### src/rtl/xor_stream_packer_if.sv
// xor_stream_packer_if: serial-in / packed-word-out bus for xor_stream_packer
interface xor_stream_packer_if #(
  parameter int WIDTH = 8,
  parameter int DEPTH = 4,
  localparam int AW = $clog2(DEPTH)
);
  logic in_bit;
  logic in_valid;
  logic flush;
  logic [WIDTH-1:0] m_data;
  logic m_parity;
  logic m_valid;
  logic m_ready;
  logic [AW:0] level;
  logic overflow;
  modport master (
    input in_bit, in_valid, flush, m_ready,
    output m_data, m_parity, m_valid, level, overflow
  );
  modport slave (
    output in_bit, in_valid, flush, m_ready,
    input m_data, m_parity, m_valid, level, overflow
  );
endinterface

### src/rtl/xor_stream_packer.sv
// xor_stream_packer: packs serial xor result bits LSB-first into words with parity, FWFT FIFO out
module xor_stream_packer #(
  parameter int WIDTH = 8,
  parameter int DEPTH = 4,
  localparam int AW = $clog2(DEPTH),
  localparam int CW = $clog2(WIDTH)
) (
  input logic clk,
  input logic rst,
  xor_stream_packer_if.master s
);
  logic [CW-1:0] bit_cnt;
  logic [WIDTH-1:0] shreg;
  logic [WIDTH-1:0] word;
  logic [WIDTH:0] mem [DEPTH];
  logic [AW-1:0] rd_ptr;
  logic [AW-1:0] wr_ptr;
  logic [AW:0] level;
  logic overflow;
  logic last;
  logic push;
  logic pop;
  logic wr_en;
  always_comb begin
    word = shreg;
    if (s.in_valid) word[bit_cnt] = s.in_bit;
    last = s.in_valid && bit_cnt == CW'(WIDTH - 1);
    push = last || (s.flush && (s.in_valid || bit_cnt != '0));
    pop = s.m_valid && s.m_ready;
    wr_en = push && (level != (AW+1)'(DEPTH) || pop);
  end
  // shreg is cleared on every push so a flushed partial word is zero-padded
  always_ff @(posedge clk) begin
    if (rst) begin
      bit_cnt <= '0;
      shreg <= '0;
      rd_ptr <= '0;
      wr_ptr <= '0;
      level <= '0;
      overflow <= 1'b0;
    end else begin
      if (push) begin
        bit_cnt <= '0;
        shreg <= '0;
      end else if (s.in_valid) begin
        bit_cnt <= bit_cnt + 1'b1;
        shreg <= word;
      end
      if (wr_en) begin
        mem[wr_ptr] <= {^word, word};
        wr_ptr <= wr_ptr + 1'b1;
      end
      if (pop) rd_ptr <= rd_ptr + 1'b1;
      level <= (wr_en && !pop) ? level + 1'b1 : (pop && !wr_en) ? level - 1'b1 : level;
      if (push && !wr_en) overflow <= 1'b1;
    end
  end
  assign s.m_data = mem[rd_ptr][WIDTH-1:0];
  assign s.m_parity = mem[rd_ptr][WIDTH];
  assign s.m_valid = level != '0;
  assign s.level = level;
  assign s.overflow = overflow;
endmodule

### src/flat_wrapper.sv
// flat-port wrapper written by rule: the top's interface ports become plain ports
module xor_stream_packer_flat 
#(
  parameter int WIDTH = 8,
  parameter int DEPTH = 4,
  localparam int AW = $clog2(DEPTH),
  localparam int CW = $clog2(WIDTH)
)
  (clk, rst, s_in_bit, s_in_valid, s_flush, s_m_ready, s_m_data, s_m_parity, s_m_valid, s_level, s_overflow);
  xor_stream_packer_if #(.WIDTH(WIDTH), .DEPTH(DEPTH)) s_i ();
  input logic clk;
  input logic rst;
  input wire logic [$bits(s_i.in_bit)-1:0] s_in_bit;
  input wire logic [$bits(s_i.in_valid)-1:0] s_in_valid;
  input wire logic [$bits(s_i.flush)-1:0] s_flush;
  input wire logic [$bits(s_i.m_ready)-1:0] s_m_ready;
  output wire logic [$bits(s_i.m_data)-1:0] s_m_data;
  output wire logic [$bits(s_i.m_parity)-1:0] s_m_parity;
  output wire logic [$bits(s_i.m_valid)-1:0] s_m_valid;
  output wire logic [$bits(s_i.level)-1:0] s_level;
  output wire logic [$bits(s_i.overflow)-1:0] s_overflow;
  assign s_i.in_bit = s_in_bit;
  assign s_i.in_valid = s_in_valid;
  assign s_i.flush = s_flush;
  assign s_i.m_ready = s_m_ready;
  assign s_m_data = s_i.m_data;
  assign s_m_parity = s_i.m_parity;
  assign s_m_valid = s_i.m_valid;
  assign s_level = s_i.level;
  assign s_overflow = s_i.overflow;
  xor_stream_packer #(.WIDTH(WIDTH), .DEPTH(DEPTH)) u_core (.clk(clk), .rst(rst), .s(s_i));
endmodule
### config.mk
export PLATFORM = sky130hd
export DESIGN_NAME = xor_stream_packer_flat
export DESIGN_NICKNAME = d
export VERILOG_FILES = /design/src/rtl/xor_stream_packer_if.sv /design/src/rtl/xor_stream_packer.sv /design/src/flat_wrapper.sv
export SDC_FILE = /design/constraint.sdc
export NUM_CORES = 1
export LEC_CHECK = 0
export ABC_AREA = 0
export CAP_MARGIN = 20
export CORE_MARGIN = 2
export CORE_UTILIZATION = 35
export CTS_CLUSTER_SIZE = 24
export DETAILED_ROUTE_END_ITERATION = 16
export SLEW_MARGIN = 25
export SYNTH_ARGS = -nofsm -noshare
export SYNTH_HDL_FRONTEND = slang
export SYNTH_SLANG_ARGS = --single-unit
### constraint.sdc
create_clock -name clk -period 3.4 [get_ports clk]
set_clock_uncertainty 0.15 [all_clocks]
set_input_delay 0.68 -clock clk [delete_from_list [all_inputs] [get_ports clk]]
set_output_delay 0.68 -clock clk [all_outputs]
set_load 0.02 [all_outputs]
==> out/qor.csv, run 1 <==
stage;metric;value;unit
placed_design;place_hpwl;2.49;mm
pwr;ir_drop;0.000402;V
final_layout;area_growth;18.4;%
timing;drv_slew;0;
yosys;synth_common_cells;36 x edfxtp_1, 21 x dfxtp_1, 19 x nor2_1;
floorplanning;dieWidth;88.0;um
cts;cts_resized;0;
worst_setup_path;rrSetupSlack;0.56;ns
final_layout;nNetsFinal;207;
global_routing;grt_max_degree;12;
timing;max_clock_freq;352;MHz
worst_setup_path;cp.required;3.51;ns
global_routing;overflow;0;
pwr;p_per_area;671;nW/um^2
global_routing;antenna_found_initial;0;
yosys;synth_top_cell_by_area;edfxtp_1;
detailed_routing;vias;1294;
yosys;yosys-top-cells-area;edfxtp_1 44%, dfxtp_1 17%, mux4_2 8.2%, ha_1 4.1%, mux2i_1 4.1%;
timing;finalCritPeriodShare;83.6;%
yosys;postSynthCellCount;168;
yosys;syn_area;2470;um^2
cts;numClockSinks;57;
detailed_routing;avgRoutedWirePerCell;12.8;um
worst_setup_path;r2r-start;u_core.bit_cnt[1];
timing;setup_slack;0.556;ns
min_path;worstHoldStart;u_core.s.overflow;
yosys;yosysWarnings;0;
floorplanning;die_y;88.0;um
yosys;syn_area_per_cell;14.7;um^2
placed_design;gp_congestion;0.693;
worst_setup_path;cp-startpoint;u_core.bit_cnt[1];
global_routing;grtUsageTotal;11.3;%
cts;postCtsHoldBufs;0;
yosys;seq_area_frac_synth;60.8;%
cts;htreeDepth;3;
timing;slew_headroom;67.4;%
timing;min_period;2.84;ns
final_layout;fin_cells;293;
final_layout;diodes;0;
placed_design;io_buffer_count;19;
yosys;synth_top_area_share;43.8;%
cts;clk_latency;0.33;ns
yosys;synth-seq-cells;57;
yosys;synth.distinct_cells;33;
timing;rsz0062_at_grt;false;
yosys;synth_most_common_cell;edfxtp_1;
cts;clk_path_buf_depth;2;
timing;tightest_slew;0.489;ns
cts;cts_tree;yes;
detailed_routing;drt_iter0_markers;60;
detailed_routing;viasPerCell;4.42;
cts;clkTransAtPathRegs;0.06;ns
job;max-cap-violations;0;
timing;fin_setup_tns;0;ns
placed_design;place_ws;0.340;ns
min_path;hold_path.class;flop to flop;
detailed_routing;detail-route-antenna-nets;0;
outcome;status;complete, no violations;
final_layout;drive_gt1_share;15.2;%
yosys;syn-num-nets;183;
timing;hold_viol;0;
yosys;ys_async_sr_fraction;0;%
worst_setup_path;arrival;2.95;ns
worst_setup_path;crit_buf_inv;2;
floorplanning;initial_core_util;36.4;%
pwr;leakage;1.11;nW
worst_setup_path;path_cells;inv_1 -> ha_1 -> nor2b_1 -> o21ai_1 -> nor2b_1 -> ha_1 -> inv_1 -> fa_1 -> xor2_1 -> or3_1 -> a21oi_1;
worst_setup_path;max_stage_delay;0.58;ns
floorplanning;die_area;7740;um^2
yosys;ys.flop_type;edfxtp_1;
timing;setup_viol;0;
yosys;synth_edf_count;36;
floorplanning;core_area;6790;um^2
floorplanning;io_pins;20;
global_routing;grt_first_pass_wirelength;6.24;mm
worst_setup_path;path_max_fanout;11;
placed_design;dp_cells;277;
worst_setup_path;critical-path-slowest-cell;dfxtp_1;
worst_setup_path;start_kind;flop;
cts;tritoncts.num_buffers;9;
detailed_routing;drcViolationCount;0;
worst_setup_path;cpLargestDelayFamily;adder cells;
worst_setup_path;cp-end-kind;flop;
worst_setup_path;worstSetupPathType;flop to flop;
detailed_routing;drt-pass1-iter-count;4;
floorplanning;fp-row-count;30;
cts;post_cts_buffers;0;
detailed_routing;wirelength;3.77;mm
cts;cts-root-buf;clkbuf_8;
global_routing;grt_pass1_vias;1318;
-- layout make-up --
cell class | instances | area (um^2)
clock buffers | 10 | 128
clock inverters | 6 | 58.8
fillers | 636 | 3870
repair buffers | 22 | 213
multi-input cells | 88 | 851
well taps | 96 | 120
inverters | 14 | 52.6
flip-flops and latches | 57 | 1500
-- through the flow --
| stage | hold slack (ns) | util, % | instance area, um^2 | total power, mW |
|---|---|---|---|---|
| final | 0.327 | 43.0 | 2920 | 1.96 |
| after global routing | 0.382 | 43.0 | 2920 | 2.08 |
| after CTS | 0.339 | 43.0 | 2920 | 2.00 |
| after detailed placement | 0.319 | 40.3 | 2740 | 1.40 |
| after global placement | 0.307 | 40.3 | 2740 | 1.39 |
| after floorplan | 0.335 | - | 2470 | 1.20 |
-- registers in the layout (all words and copies together) (netlist names), named ones only --
name	count
u_core.mem	36
u_core.shreg	8
u_core.bit_cnt	3
u_core.s.level	3
u_core.rd_ptr	2
u_core.wr_ptr	2
u_core.s.overflow	1
-- placed cells by master (no fill, tap or decap), types with 3 or more instances in the layout --
cell / Yosys / layout
and2_1: 4 / 4
xnor2_1: 8 / 8
xor2_1: 5 / 5
mux4_2: 9 / 9
edfxtp_1: 36 / 36
nor2b_1: 3 / 3
clkdlybuf4s50_1: 0 / 19
dfxtp_1: 21 / 21
buf_4: 2 / 3
ha_1: 8 / 8
mux2i_1: 10 / 10
clkbuf_8: 0 / 9
inv_1: 14 / 14
nand4b_1: 3 / 3
nor2_1: 19 / 19
-- worst register-to-register path, stage by stage, from the launching register on --
cell and delay [ns]:
dfxtp_1 0.58, inv_1 0.10, ha_1 0.18, nor2b_1 0.13
o21ai_1 0.18, nor2b_1 0.21, ha_1 0.20, inv_1 0.06
fa_1 0.37, xor2_1 0.17, or3_1 0.30, a21oi_1 0.13
-- logic make-up (layout without fill, tap and decap cells) --
family,count (synthesis),after routing,synth area share (%)
AOI/OAI and AO/OA,5,5,1.01
xor gates and xnor gates,13,13,4.61
adders and majority gates,9,9,4.86
buffers and inverters,23,52,4.76
DFF,57,57,60.8
muxes,21,21,13.7
and+or+nand+nor,40,40,10.2
-- where the power goes --
part | leakage [nW] | total [mW] | switching [mW] | internal, mW
logic | 0.503 | 0.533 | 0.255 | 0.278
registers | 0.512 | 0.841 | 0.0514 | 0.790
clock network | 0.0913 | 0.588 | 0.255 | 0.333
-- path summary, 6_finish.rpt --
check	endpoint	cells past startpoint
min reg2reg	u_core.s.overflow	2
min	u_core.s.overflow	2
max	u_core.s.level[2]	11
max reg2reg	u_core.s.level[2]	11
-- layer usage --
layer | wire (um) | global-route usage [%] | up-vias
li1 | - | - | 644
met1 | 1700 | 13.3 | 617
met2 | 1830 | 17.6 | 27
met3 | 180 | 4.81 | 6
met4 | 52 | 5.87 | 0
met5 | 0 | 0 | -
No activity file was read; power rests on OpenSTA's default activity.
==> inputs of run 2 (changes only) <==
Clock period 3.4 ns to 2.4 ns, I/O delays scaled along.
==> run 2 against run 1 <==
Effect of this change:
- sequential cell count did not move
- final area rose by 11%
- first-iteration DRC count fell by 12%
- die area did not move
- hold slack barely moved
- combinational power rose by 64%
- sequential power rose by 39%
- register-to-register slack got worse by 0.47 ns
- largest cell class unchanged
- non-clock buffer count rose by 26
- global-route usage rose by 0.80 points
- routed wire length rose by 5.9%
==> out/qor.csv, run 2 (synthesis gave the netlist of run 1 again) <==
stage;metric;value;unit
outcome;status;complete, no violations;
detailed_routing;vias;1353;
pwr;leakage;1.28;nW
worst_setup_path;r2r-start;u_core.bit_cnt[0];
final_layout;nNetsFinal;233;
timing;hold_viol;0;
detailed_routing;drcViolationCount;0;
floorplanning;io_pins;20;
min_path;worstHoldStart;u_core.s.overflow;
placed_design;gp_congestion;0.667;
worst_setup_path;cp-end-kind;flop;
final_layout;reg_top3;u_core.mem: 36 flops, u_core.shreg: 8 flops;
cts;htreeDepth;3;
detailed_routing;drt_iter0_markers;53;
worst_setup_path;critical-path-slowest-cell;dfxtp_2;
global_routing;use_met3;5.47;%
worst_setup_path;cp-startpoint;u_core.bit_cnt[0];
timing;min_period;2.31;ns
global_routing;grt_first_pass_wirelength;6.77;mm
worst_setup_path;arrival;2.42;ns
global_routing;grt_most_used_layer;met2;
placed_design;place_hpwl;2.78;mm
floorplanning;initial_core_util;36.4;%
final_layout;layout_commonest_cell;edfxtp_1;
global_routing;grt_max_degree;12;
timing;fin_setup_tns;0;ns
placed_design;io_buffer_count;19;
cts;numClockSinks;57;
worst_setup_path;path_max_fanout;3;
final_layout;fillerInstances;606;
final_layout;area_growth;30.9;%
cts;clk_latency;0.33;ns
final_layout;top_register;u_core.mem;
timing;tightest_slew;0.422;ns
timing;finalCritPeriodShare;96.2;%
timing;slew_headroom;71.9;%
final_layout;postLayoutCellArea;3230;um^2
worst_setup_path;crit_buf_inv;2;
worst_setup_path;cpLargestDelayFamily;adder cells;
placed_design;place_ws;-0.279;ns
cts;cts_tree;yes;
floorplanning;fp-row-count;30;
min_path;hold_path.class;flop to flop;
global_routing;antenna_found_initial;0;
final_layout;final_util;47.6;%
global_routing;grtUsageMet2;20.6;%
final_layout;drive_gt1_share;30.0;%
worst_setup_path;path_cells;inv_1 -> ha_1 -> nor2b_4 -> o21ai_2 -> nor2b_4 -> ha_4 -> inv_2 -> fa_2 -> xor2_1 -> or3_1 -> a21oi_1;
timing;setup_slack;0.0907;ns
timing;max_clock_freq;433;MHz
floorplanning;die_area;7740;um^2
detailed_routing;drt-pass1-iter-count;4;
floorplanning;dieWidth;88.0;um
global_routing;overflow;0;
worst_setup_path;max_stage_delay;0.34;ns
cts;clk_path_buf_depth;2;
cts;clkTransAtPathRegs;0.07;ns
floorplanning;core_area;6790;um^2
worst_setup_path;cp.required;2.52;ns
global_routing;grt_pass1_vias;1409;
detailed_routing;wirelength;3.99;mm
placed_design;placed_cell_area;3010;um^2
cts;cts-root-buf;clkbuf_8;
final_layout;largest_reg_flops;36;
timing;setup_viol;0;
worst_setup_path;path_common_cell;nor2b_4;
global_routing;grtUsageTotal;12.1;%
final_layout;most-common-layout-cells;36 x edfxtp_1, 24 x buf_4, 19 x nor2_1, 19 x dfxtp_1, 13 x inv_1;
detailed_routing;detail-route-antenna-nets;0;
detailed_routing;avgRoutedWirePerCell;12.5;um
worst_setup_path;worstSetupPathType;flop to flop;
detailed_routing;viasPerCell;4.24;
worst_setup_path;start_kind;flop;
pwr;p_per_area;900;nW/um^2
job;max-cap-violations;0;
floorplanning;die_y;88.0;um
final_layout;diodes;0;
timing;drv_slew;0;
pwr;ir_drop;0.000593;V
cts;tritoncts.num_buffers;9;
global_routing;grt_use_met1;13.8;%
run 2: cell types whose count changed in the layout (fill, tap and decap cells not counted), sizes merged:
cell and delta:
buf +26, clkbuf -1, clkdlybuf4s15 +2, clkdlybuf4s50 -9, clkinv -2, clkinvlp +2, dlygate4sd2 +7, inv +1
run 2: metrics by stage:
step / power, mW / cells / hold WS (ns)
floorplan: 1.73 / 168 / 0.335
global placement: 2.10 / 302 / 0.312
detailed placement: 2.11 / 302 / 0.309
CTS: 2.95 / 318 / 0.336
global route: 3.09 / 319 / 0.392
finish: 2.91 / 319 / 0.328
run 2: cell type report:
cell class | instances | area, um^2 | share of cell area (%)
clock inverters | 7 | 70.1 | 2.17
inverters | 14 | 52.6 | 1.63
multi-input cells | 88 | 901 | 27.9
flip-flops and latches | 57 | 1500 | 46.5
repair buffers | 48 | 462 | 14.3
clock buffers | 9 | 124 | 3.83
well taps | 96 | 120 | 3.72
run 2: tightest hold or removal path, cell delays in order, from the launching register on:
cell and delay (ns):
dfxtp_1 0.33, a21oi_1 0.04, nor2_1 0.07
run 2: timing repair:
action                                  CTS  global route
setup buffers                             0             1
endpoints found under the setup margin    9             7
hold endpoints to repair                  0             0
pin swaps                                 0             1
hold buffers                              0             0
gates resized for setup                   9             7
run 2: metal layers:
layer,part of all wire (%),up-vias
li1,-,695
met1,44,630
met2,51,24
met3,4.1,4
met4,0.98,0
met5,0,-
run 2: path summary, 6_finish.rpt:
check                 endpoint  slack, ns  depth (start not counted)
max          u_core.s.level[2]       0.09                         11
min          u_core.s.overflow       0.33                          2
max reg2reg  u_core.s.level[2]       0.09                         11
min reg2reg  u_core.s.overflow       0.33                          2
run 2: where the power goes:
part	switching, mW	internal (mW)
Sequential	0.0513	1.12
Clock	0.387	0.476
Combinational	0.410	0.465
==> inputs of run 3 (changes only) <==
Settings changed: SLEW_MARGIN 25 to 40.
==> results of run 3 <==
No change in the layout: final DEF, timing and power equal those of run 2.
==> edit (config.mk and constraints of run 1) <==
`DEPTH` is set to 4 in 3 places; all go to 8.
--- a/src/rtl/xor_stream_packer_if.sv
+++ b/src/rtl/xor_stream_packer_if.sv
@@ -2,5 +2,5 @@
 interface xor_stream_packer_if #(
   parameter int WIDTH = 8,
-  parameter int DEPTH = 4,
+  parameter int DEPTH = 8,
   localparam int AW = $clog2(DEPTH)
 );
--- a/src/rtl/xor_stream_packer.sv
+++ b/src/rtl/xor_stream_packer.sv
@@ -2,5 +2,5 @@
 module xor_stream_packer #(
   parameter int WIDTH = 8,
-  parameter int DEPTH = 4,
+  parameter int DEPTH = 8,
   localparam int AW = $clog2(DEPTH),
   localparam int CW = $clog2(WIDTH)
--- a/src/flat_wrapper.sv
+++ b/src/flat_wrapper.sv
@@ -3,5 +3,5 @@
 #(
   parameter int WIDTH = 8,
-  parameter int DEPTH = 4,
+  parameter int DEPTH = 8,
   localparam int AW = $clog2(DEPTH),
   localparam int CW = $clog2(WIDTH)
Ports: changed (resized s_level); port bits go from 20 to 21. No check against the original RTL was run, so the function may have changed too.
==> edit against run 1 <==
  * Sequential cell count increased by 40
  * Area after synthesis grew 64%
  * Via count increased by 60%
  * Clock power rose by 77%
  * Hold slack better by 0.016 ns
  * Design area increased by 64%
  * Routed wire length increased by 83%
  * Sequential power up 63%
  * Worst setup slack worse by 0.24 ns
  * Register-to-register slack lost 0.17 ns
  * Total power is 64% higher
  * Largest cell class unchanged
  * Highest routed layer unchanged
==> edit: results (changes against run 1) <==
routed len/inst: 15.8 um (was 12.8 um)
Final HPWL DP: 4410 um (was 2490 um)
Int Power: 2.36 mW (was 1.40 mW)
global-route usage over all layers: 12.0% (was 11.3%)
met2 usage: 19.6% (was 17.6%)
Root Driver: clkbuf_16 (was clkbuf_8)
CP max-delay cell: clkdlybuf4s50_1 (was dfxtp_1)
met3 WL post-DR: 186 um (was 180 um)
NumNets Final: 301 (was 207)
Synth area leaders: edfxtp_1 (53%), dfxtp_1 (12%), mux4_2 (10%) (was edfxtp_1 (44%), dfxtp_1 (17%), mux4_2 (8.2%))
switching share of power: 26.9% (was 28.6%)
P_leak: 1.76 nW (was 1.11 nW)
hold path start: u_core.rd_ptr[1] (was u_core.s.overflow)
sequential power: 1.37 mW (was 841 uW)
layout cells sized above 1: 23.0% (was 15.2%)
PortBufs: 20 (was 19)
run status: finished, final reports clean (unchanged)
worst vdd ir: 297 uV (was 402 uV)
Max FO, Critical Path: 18 (was 11)
DRT iter0 DRCs: 77 (was 60)
FF-to-FF End: u_core.s.level[3] (was u_core.s.level[2])
fillcell total: 1050 (was 636)
R2R Setup Slk: 0.39 ns (was 0.56 ns)
syn_nets: 267 (was 183)
Regs by FF count: u_core.mem x72, u_core.shreg x8, u_core.s.level x4 (was u_core.mem x36, u_core.shreg x8)
largest net degree at the start of global routing: 20 (was 12)
Worst Path Arrival: 2.25 ns (was 2.95 ns)
via count: 2068 (was 1294)
sequential-to-total area share from yosys stat: 65.8% (was 60.8%)
final cell count without fillers: 434 (was 293)
r2r startpoint: u_core.bit_cnt[0] (was u_core.bit_cnt[1])
met3 GRT Util: 3.27% (was 4.81%)
global-route wire length before repair: 11400 um (was 6240 um)
post-synth top area share: 53.4% (was 43.8%)
Logic power comb: 810 uW (was 533 uW)
Mapped Cells: 252 (was 168)
-- edit: cell types whose count changed in the layout (fill, tap and decap cells not counted), sizes merged, moves of 3 or more --
cell / delta
nor3: +4
mux2: +9
mux4: +9
inv: +4
a21oi: +3
nor2: +8
and2: -4
buf: +13
edfxtp: +36
nand2: +5
dfxtp: +4
-- edit: logic make-up after synthesis --
family / synth area share [%]
adder cells (fa/ha/maj): 2.97
multiplexers: 15.9
AND/OR/NAND/NOR: 7.61
flip-flops: 65.8
buffers and inverters: 3.31
XOR/XNOR: 3.25
AO/OA/AOI/OAI: 1.18
-- edit: area by class of cell --
type / count / area [um^2] / share of cell area (%)
Inverter: 14 / 52.6 / 1.09
Tap cell: 143 / 179 / 3.72
Clock buffer: 9 / 225 / 4.69
Sequential cell: 97 / 2660 / 55.4
Timing Repair Buffer: 36 / 333 / 6.93
Clock inverter: 7 / 92.6 / 1.93
Multi-Input combinational cell: 128 / 1260 / 26.2
